**src/rtl/t_cnt_pkg.sv**
```systemverilog
// Shared definitions for the T flip-flop counter family.
// Holds the direction encoding and a helper that builds an all-ones value.
package t_cnt_pkg;

    localparam logic CNT_DN = 1'b0;
    localparam logic CNT_UP = 1'b1;

    // All-ones value of width w. Valid for w from 1 to 64.
    function automatic logic [63:0] all_ones(input int w);
        return (64'd1 << w) - 64'd1;
    endfunction

endpackage

```
**src/rtl/t_ff_cell.sv**
```systemverilog
// Single T flip-flop with a per-cell reset value.
// The reset is synchronous and active-low.
module t_ff_cell (
    input  logic clk,
    input  logic rst,
    input  logic t,
    input  logic rst_val,
    output logic q,
    output logic q_bar
);

    logic state_d;
    logic state_q;

    // Toggle when t is high, hold otherwise.
    always_comb begin
        state_d = t ? ~state_q : state_q;
    end

    // State register; rst_val is loaded on reset.
    always_ff @(posedge clk) begin
        if (!rst) begin
            state_q <= rst_val;
        end else begin
            state_q <= state_d;
        end
    end

    assign q     = state_q;
    assign q_bar = ~state_q;

endmodule

```
**src/rtl/t_ff_updown_counter.sv**
```systemverilog
// WIDTH-bit synchronous up/down counter built from a chain of T flip-flop cells.
// It has parallel load, a count enable, a combinational terminal count and a
// sticky overflow flag.
// Define COUNTER_SAT_EN to make the counter saturate at its end points instead
// of wrapping.
module t_ff_updown_counter
    import t_cnt_pkg::*;
#(
    parameter int                 WIDTH = 4,
    parameter logic [WIDTH-1:0]   INIT  = '0
) (
    input  logic             clk,
    input  logic             rst,
    input  logic             en,
    input  logic             up_dn,
    input  logic             load,
    input  logic [WIDTH-1:0] din,
    input  logic             clr_ovf,
    output logic [WIDTH-1:0] q,
    output logic             tc,
    output logic             ovf
);

    localparam logic [WIDTH-1:0] MAX = WIDTH'(all_ones(WIDTH));

    logic [WIDTH-1:0] q_vec;
    logic [WIDTH-1:0] q_bar_vec;
    logic [WIDTH-1:0] t_vec;
    logic [WIDTH-1:0] up_chain;
    logic [WIDTH-1:0] dn_chain;
    logic             count_up;
    logic             wrap;
    logic             ovf_d;
    logic             ovf_q;

    // Build the toggle inputs. A load toggles exactly the bits that differ from din.
    // Counting toggles bit i when all lower bits are 1 (counting up) or all
    // lower bits are 0 (counting down).
    always_comb begin
        up_chain    = '0;
        dn_chain    = '0;
        up_chain[0] = 1'b1;
        dn_chain[0] = 1'b1;
        for (int i = 1; i < WIDTH; i++) begin
            up_chain[i] = up_chain[i-1] & q_vec[i-1];
            dn_chain[i] = dn_chain[i-1] & q_bar_vec[i-1];
        end

        count_up = (up_dn == CNT_UP);
        tc       = en & (count_up ? (q_vec == MAX) : (q_vec == '0));
        wrap     = tc & ~load;

        t_vec = '0;
        if (load) begin
            t_vec = q_vec ^ din;
        end else if (en) begin
            t_vec = count_up ? up_chain : dn_chain;
`ifdef COUNTER_SAT_EN
            if (wrap) begin
                t_vec = '0;
            end
`endif
        end
    end

    // One T cell per bit. Each cell resets to the matching INIT bit.
    for (genvar i = 0; i < WIDTH; i++) begin : g_cell
        t_ff_cell u_cell (
            .clk     (clk),
            .rst     (rst),
            .t       (t_vec[i]),
            .rst_val (INIT[i]),
            .q       (q_vec[i]),
            .q_bar   (q_bar_vec[i])
        );
    end

    // Sticky overflow. A wrap or saturate edge sets it, and a set beats a clear on the same edge.
    always_comb begin
        ovf_d = ovf_q;
        if (wrap) begin
            ovf_d = 1'b1;
        end else if (clr_ovf) begin
            ovf_d = 1'b0;
        end
    end

    // Overflow register.
    always_ff @(posedge clk) begin
        if (!rst) begin
            ovf_q <= 1'b0;
        end else begin
            ovf_q <= ovf_d;
        end
    end

    assign q   = q_vec;
    assign ovf = ovf_q;

endmodule

```
**config.mk**
```make
export PLATFORM = sky130hd
export DESIGN_NAME = t_ff_updown_counter
export DESIGN_NICKNAME = d
export VERILOG_FILES = /design/src/rtl/t_cnt_pkg.sv /design/src/rtl/t_ff_cell.sv /design/src/rtl/t_ff_updown_counter.sv
export SDC_FILE = /design/constraint.sdc
export NUM_CORES = 1
export LEC_CHECK = 0
export CAP_MARGIN = 20
export CORE_AREA = 2 2 39 41
export DETAILED_ROUTE_END_ITERATION = 8
export DIE_AREA = 0 0 41 43
export DONT_BUFFER_PORTS = 1
export PLACE_DENSITY = 0.42
export SLEW_MARGIN = 20
export SYNTH_ARGS = -nofsm -noshare
export SYNTH_HDL_FRONTEND = slang
export SYNTH_SLANG_ARGS = --single-unit
export TNS_END_PERCENT = 10
```
**constraint.sdc**
```tcl
create_clock -name clk -period 2.1 [get_ports clk]
set_clock_uncertainty 0.2 [all_clocks]
set_input_delay 0.21 -clock clk [delete_from_list [all_inputs] [get_ports clk]]
set_output_delay 0.21 -clock clk [all_outputs]
set_load 0.01 [all_outputs]
```
; After elaboration in Yosys (flattened, before gate mapping)
; Index checks and enable logic that the tools add are counted.
[word_totals]
romBits = 0
out_inout_bits = 6
latch_bits = 0
ram_bits = 0
mem_count = 0
input_bits = 10
word_cells = 26
ff_bits = 5
[op_classes]
mux = 6
reduce_logical = 2
bitwise_logic = 12
addsub = 0
shift = 0
mul = 0
eq_ne = 1
n_lt_le_gt_ge = 0
div = 0
[ops]
columns = cell, count
row1 = 2-to-1 mux 4 bit, 3
row2 = bitwise AND 1 bit, 6
row3 = NOT 1 bit, 5
row4 = "equality test 4 bit, second input constant", 1
row5 = zero test 4 bit, 1
row6 = bitwise XOR 4 bit, 1
row7 = 2-to-1 mux 1 bit, 3
row8 = nonzero test 2 bit, 1

; Longest topological paths before layout
[logic_depth]
word_depth = 6
depth_mapped = 4
ltp_nobuf = 3

; Hierarchy
; A second synthesis with hierarchy kept.
[unflattened]
cells_unflattened = 49
hier_area_um2 = 390.4
[by_module_without_submodules]
columns = module, cells_each, area_per_inst_um2, seq_area_each_um2, instances
row1 = t_ff_cell, 5, 48.8, 30.0, 4
row2 = t_ff_updown_counter, 29, 195.2, 20.0, 1

; Worst setup path after synthesis
; Ideal clock, no wire load.
[synth_timing]
kind = reg-to-reg
startpoint = register g_cell[0].u_cell.state_q
endpoint = register g_cell[3].u_cell.state_q
path_slack_ps = 497
arrival_ps = 1341
setup_ps = 62
required_ps = 1838
path_stages_with_launch = 4
n_path_buf = 0
synth_period_minus_slack_ps = 1603
cell_sequence = dfxtp_1 > or4_4 > a2111oi_2 > nand3b_1
[synth_via]
elab_chain_len = 6
elab_cells_between_ends = 8
classes_between = mux: 3 / bitwise: 5
[synth_lines]
columns = item, line_no
row1 = "start, declared", t_ff_cell.sv:13  ; logic state_q;
row2 = "start signal, assigned", t_ff_cell.sv:23  ; state_q <= rst_val;
row3 = "start signal, assigned", t_ff_cell.sv:25  ; state_q <= state_d;
row4 = NOT 1 bit, t_ff_cell.sv:30  ; assign q_bar = ~state_q;
row5 = bitwise AND 1 bit (2 in a row), t_ff_updown_counter.sv:46  ; dn_chain[i] = dn_chain[i-1] & q_bar_vec[i-1];
row6 = 2-to-1 mux 4 bit *, t_ff_updown_counter.sv:57  ; t_vec = count_up ? up_chain : dn_chain;
row7 = 2-to-1 mux 4 bit *, t_ff_updown_counter.sv:56  ; end else if (en) begin
row8 = 2-to-1 mux 4 bit *, t_ff_updown_counter.sv:54  ; if (load) begin
row9 = "end signal, assigned", t_ff_cell.sv:23
row10 = "end signal, assigned", t_ff_cell.sv:25
row11 = "end, declared", t_ff_cell.sv:13
; Every way passes the cells marked *; elsewhere a longest branch is shown, timed or not.
; A chain may end at the register's enable or synchronous reset.

; Worst setup path in the final report
[layout_timing]
startpoint = register g_cell[0].u_cell.state_q
endpoint = output tc
[layout_via]
elab_chain_len = 3
elab_cells_between_ends = 4
classes_between = eq/ne: 1 / mux: 1 / bitwise: 1 / reduce/logical: 1
[layout_lines]
columns = item, line_no
row1 = equality test 4 bit or zero test 4 bit (tied branches), t_ff_updown_counter.sv:50  ; tc = en & (count_up ? (q_vec == MAX) : (q_vec == '0));
row2 = 2-to-1 mux 1 bit *, t_ff_updown_counter.sv:50
row3 = bitwise AND 1 bit *, t_ff_updown_counter.sv:50
row4 = "end, declared", t_ff_updown_counter.sv:20  ; output logic tc,
; Marks and branches as above.

==> results list <==
- DRC violations left: 0
- Number of rows in the core area: 14
* Total via count after detailed routing: approximately 360
- Post-Synthesis Mean Instance Area: 8.467 sq um
* Fraction of layout instances using a drive strength above 1: 0.1400
- Dividing the final minimum period by the clock period gives 0.9369.
* Share of total power in sequential cells: 0.401
* Area growth from synthesis to layout: 25.77%
- Along the worst path, the maximum fanout reaches 7.
- The initial utilization of the core area, before any placement, comes to 0.2631.
- For the pin with the worst max-slew slack, the measured transition is roughly 0.38 ns.
- The mapped netlist covers 364.1 sq um.
- The flow ran to the end, and the final reports show no timing, DRC or antenna violations.
* Die width: just over 40 um
* Antenna-violating nets left: 0
* Inserted Clock Buffers: 3
- The tool flagged a number of max-cap violations equal to 0.
* Iter 0 DRT Violations: 9
* Launch instance of the worst min-delay path: up_dn
* Gr usage total: 0.1457
* Sequential element share of the synthesized area: 0.2749
* Global-route wire length before repair: 1662 um
- Slew headroom: 0.7444
- Hold-fix buffer count after cts: 9
* Total iterations of the first detailed-routing run: 4
* CTS clock-pin slew for the worst setup and hold paths: 0.05 ns
- Slack of the worst reg-to-reg path: 0.37 ns
* Clock network fraction of total power: 0.418
* Cell with the largest stage delay on the worst path: or4_4
- At the worst endpoint, the arrival time is around 1.6 ns.
- The top cell types in the final layout, fill and taps aside, are dlygate4sd3_1 (9), dfxtp_1 (5), nand4_1 (4), inv_1 (4).
- Total leakage power: 0.0001745 uW
- Internal portion of total power: 206.3 uW
- Wire length after detailed routing: roughly 940 um
- CTS tree: done
* Gr ovfl total: 0
- The library cell used most frequently in the layout, excluding fill and tap cells, is dlygate4sd3_1.
- The path with the worst hold slack has its endpoint at g_cell[1].u_cell.q.
- The worst hold path belongs to the class in -> reg.
- Pin count of the biggest net entering global routing: 8
* Highest clock rate: slightly above 500 MHz
- Post-CTS resize count: 0
- RR Endpoint: ovf
- For the finished layout, the period the worst path requires is about 2 ns.
- Number of post-CTS setup repair buffers: 0
* Endpoints failing hold: 0
- Number of buffers on the longest clock path: 2
- Dividing the detail-routed wire length by the instance count gives 14.29 um.
* Root buffer cell: clkbuf_4
* Number of different library cells in the post-synthesis netlist: 24
- Critical Setup Path Class: reg -> out
* WHS Path Cells: 3
* Primary flip-flop cell chosen by synthesis mapping: dfxtp_1
- Of the total power, combinational logic draws 0.180.
- Of the total power, the share spent switching nets is 0.2978.
- Of all flip-flops after synthesis, the portion carrying an async set or reset was 0.
- Power density over the cells: roughly 640 nW/um^2
- Routability Congestion: between 0.7 and 0.8
- Average via count per standard cell: ~5.4
- Setup repair after global routing left no endpoint under its margin.
- Detailed placer's ending HPWL: just over 600 um
- Total number of yosys warnings: 0
* Worst stage delay on the critical path: about 0.57 ns
* Antenna diode count: 0
- In this run the number of H-tree levels came out at 1.
- Count of pins on the block boundary: 16
- In this run the vertical extent of the chip is 43 um.
- The number of pins exceeding their max-slew limit in the final report is 0.
* Number of global-route vias before repair: between 300 and 400
- Number of input and output port buffers inserted: 0
* Finish-stage setup viols: 0
* Placeable core area: between 1000 and 1500 sq um
* Net count of the mapped netlist: 53
* Number of antenna violations at the first check in global routing: 0
* Startpoint type of the worst setup path: flip-flop
- Synthesis handed over a netlist of between 40 and 50 instances.
- In this run the power spent charging and discharging nets is 87.50 uW.
- Adding up every negative setup slack in the final design gives 0 ns.
- IR analysis of the VDD net gives a maximum drop of approximately 0.00020 V.
- FF+latch count, synth: 5
- The design draws 293.8 uW.
- Required time of the critical path: between 1.5 and 2 ns
- The worst setup path is captured at a primary output.
* Clk sink count: 5
- Depth of the worst register-to-register path: 3
- The net count of the finished layout is between 60 and 70.
* Cell-by-cell listing of the critical path: or4_4 > o22ai_1
* Reg-to-reg critical path startpoint: g_cell[0].u_cell.q
* Number of enable flip-flop cells after synthesis: 0
- Fill cell total of the finished layout: approximately 150
- Die outline area: roughly 1800 sq um
- At the later pin of the worst-skew pair, clock insertion delay measures between 0.2 and 0.3 ns.
cell families after synthesis:
logic type	after synthesis	synth area share
flip-flops	5	0.2749
AO/OA/AOI/OAI	8	0.1856
AND/OR/NAND/NOR	17	0.3058
multiplexers	1	0.02749
XOR/XNOR	2	0.04812
buffers and inverters	10	0.1581
power groups by stage:
stage	Combinational [uW]	Clock (uW)	Sequential [uW]
final	52.9	123	118
after global routing	58.8	132	120
after CTS	52.8	126	118
after detailed placement	33.6	0	120
after global placement	32.6	0	119
after floorplan	48.2	0	113
flip-flops by register name, indices dropped and copies added, names as in the netlist:
| name | cells |
|---|---|
| g_cell.u_cell.q | 4 |
| ovf | 1 |
cells in the mapped netlist (all sizes together) (2+ instances only):
cell,count,share of area
inv,4,0.041
buf,5,0.10
nand3,3,0.041
a31oi,2,0.034
dfxtp,5,0.27
nor2,3,0.031
nand4,4,0.069
area by class of cell:
cell class	instances	area, sq um	area share
timing repair buffer	9	90.09	0.1967
clock buffer	4	26.28	0.05738
multi-input combinational	28	206.4	0.4508
sequential	5	100.1	0.2186
inverter	4	15.01	0.03279
tap	16	20.02	0.04372
per-stage QoR:
stage	worst slack [ns]	hold slack (ns)	area [sq um]	std cells	utilization
floorplan	0.4968	0.1483	364.1	43	-
global placement	0.3867	0.1551	341.6	53	0.2468
detailed placement	0.3827	0.1562	341.6	53	0.2468
CTS	0.1364	0.03060	457.9	66	0.3309
global route	0.08512	0.06308	457.9	66	0.3309
finish	0.1324	0.03041	457.9	66	0.3309
metal layers:
layer / GRT usage / wire, um
met3: 0.04188 / 68
met2: 0.2031 / 459
met4: 0.1200 / 25
met5: 0 / 0
met1: 0.1742 / 389
how the worst max path moves through the flow:
stage / startpoint / to / slack (ns) / cells past startpoint
2_1_floorplan: g_cell[0].u_cell.q / g_cell[3].u_cell.q / 0.50 / 3
3_3_place_gp: g_cell[0].u_cell.q / ovf / 0.39 / 3
3_5_place_dp: g_cell[0].u_cell.q / ovf / 0.38 / 3
4_1_cts: g_cell[0].u_cell.q / tc / 0.14 / 2
5_1_grt: g_cell[0].u_cell.q / tc / 0.09 / 2
6_report: g_cell[0].u_cell.q / tc / 0.13 / 2
worst max-delay path, delay by kind of cell, from the launching register on:
kind | cells | cell delay (ns)
and+or+nand+nor | 1 | 0.57
AOI/OAI and AO/OA | 1 | 0.32
DFF | 1 | 0.41
Power figures use the tool's default switching activity.
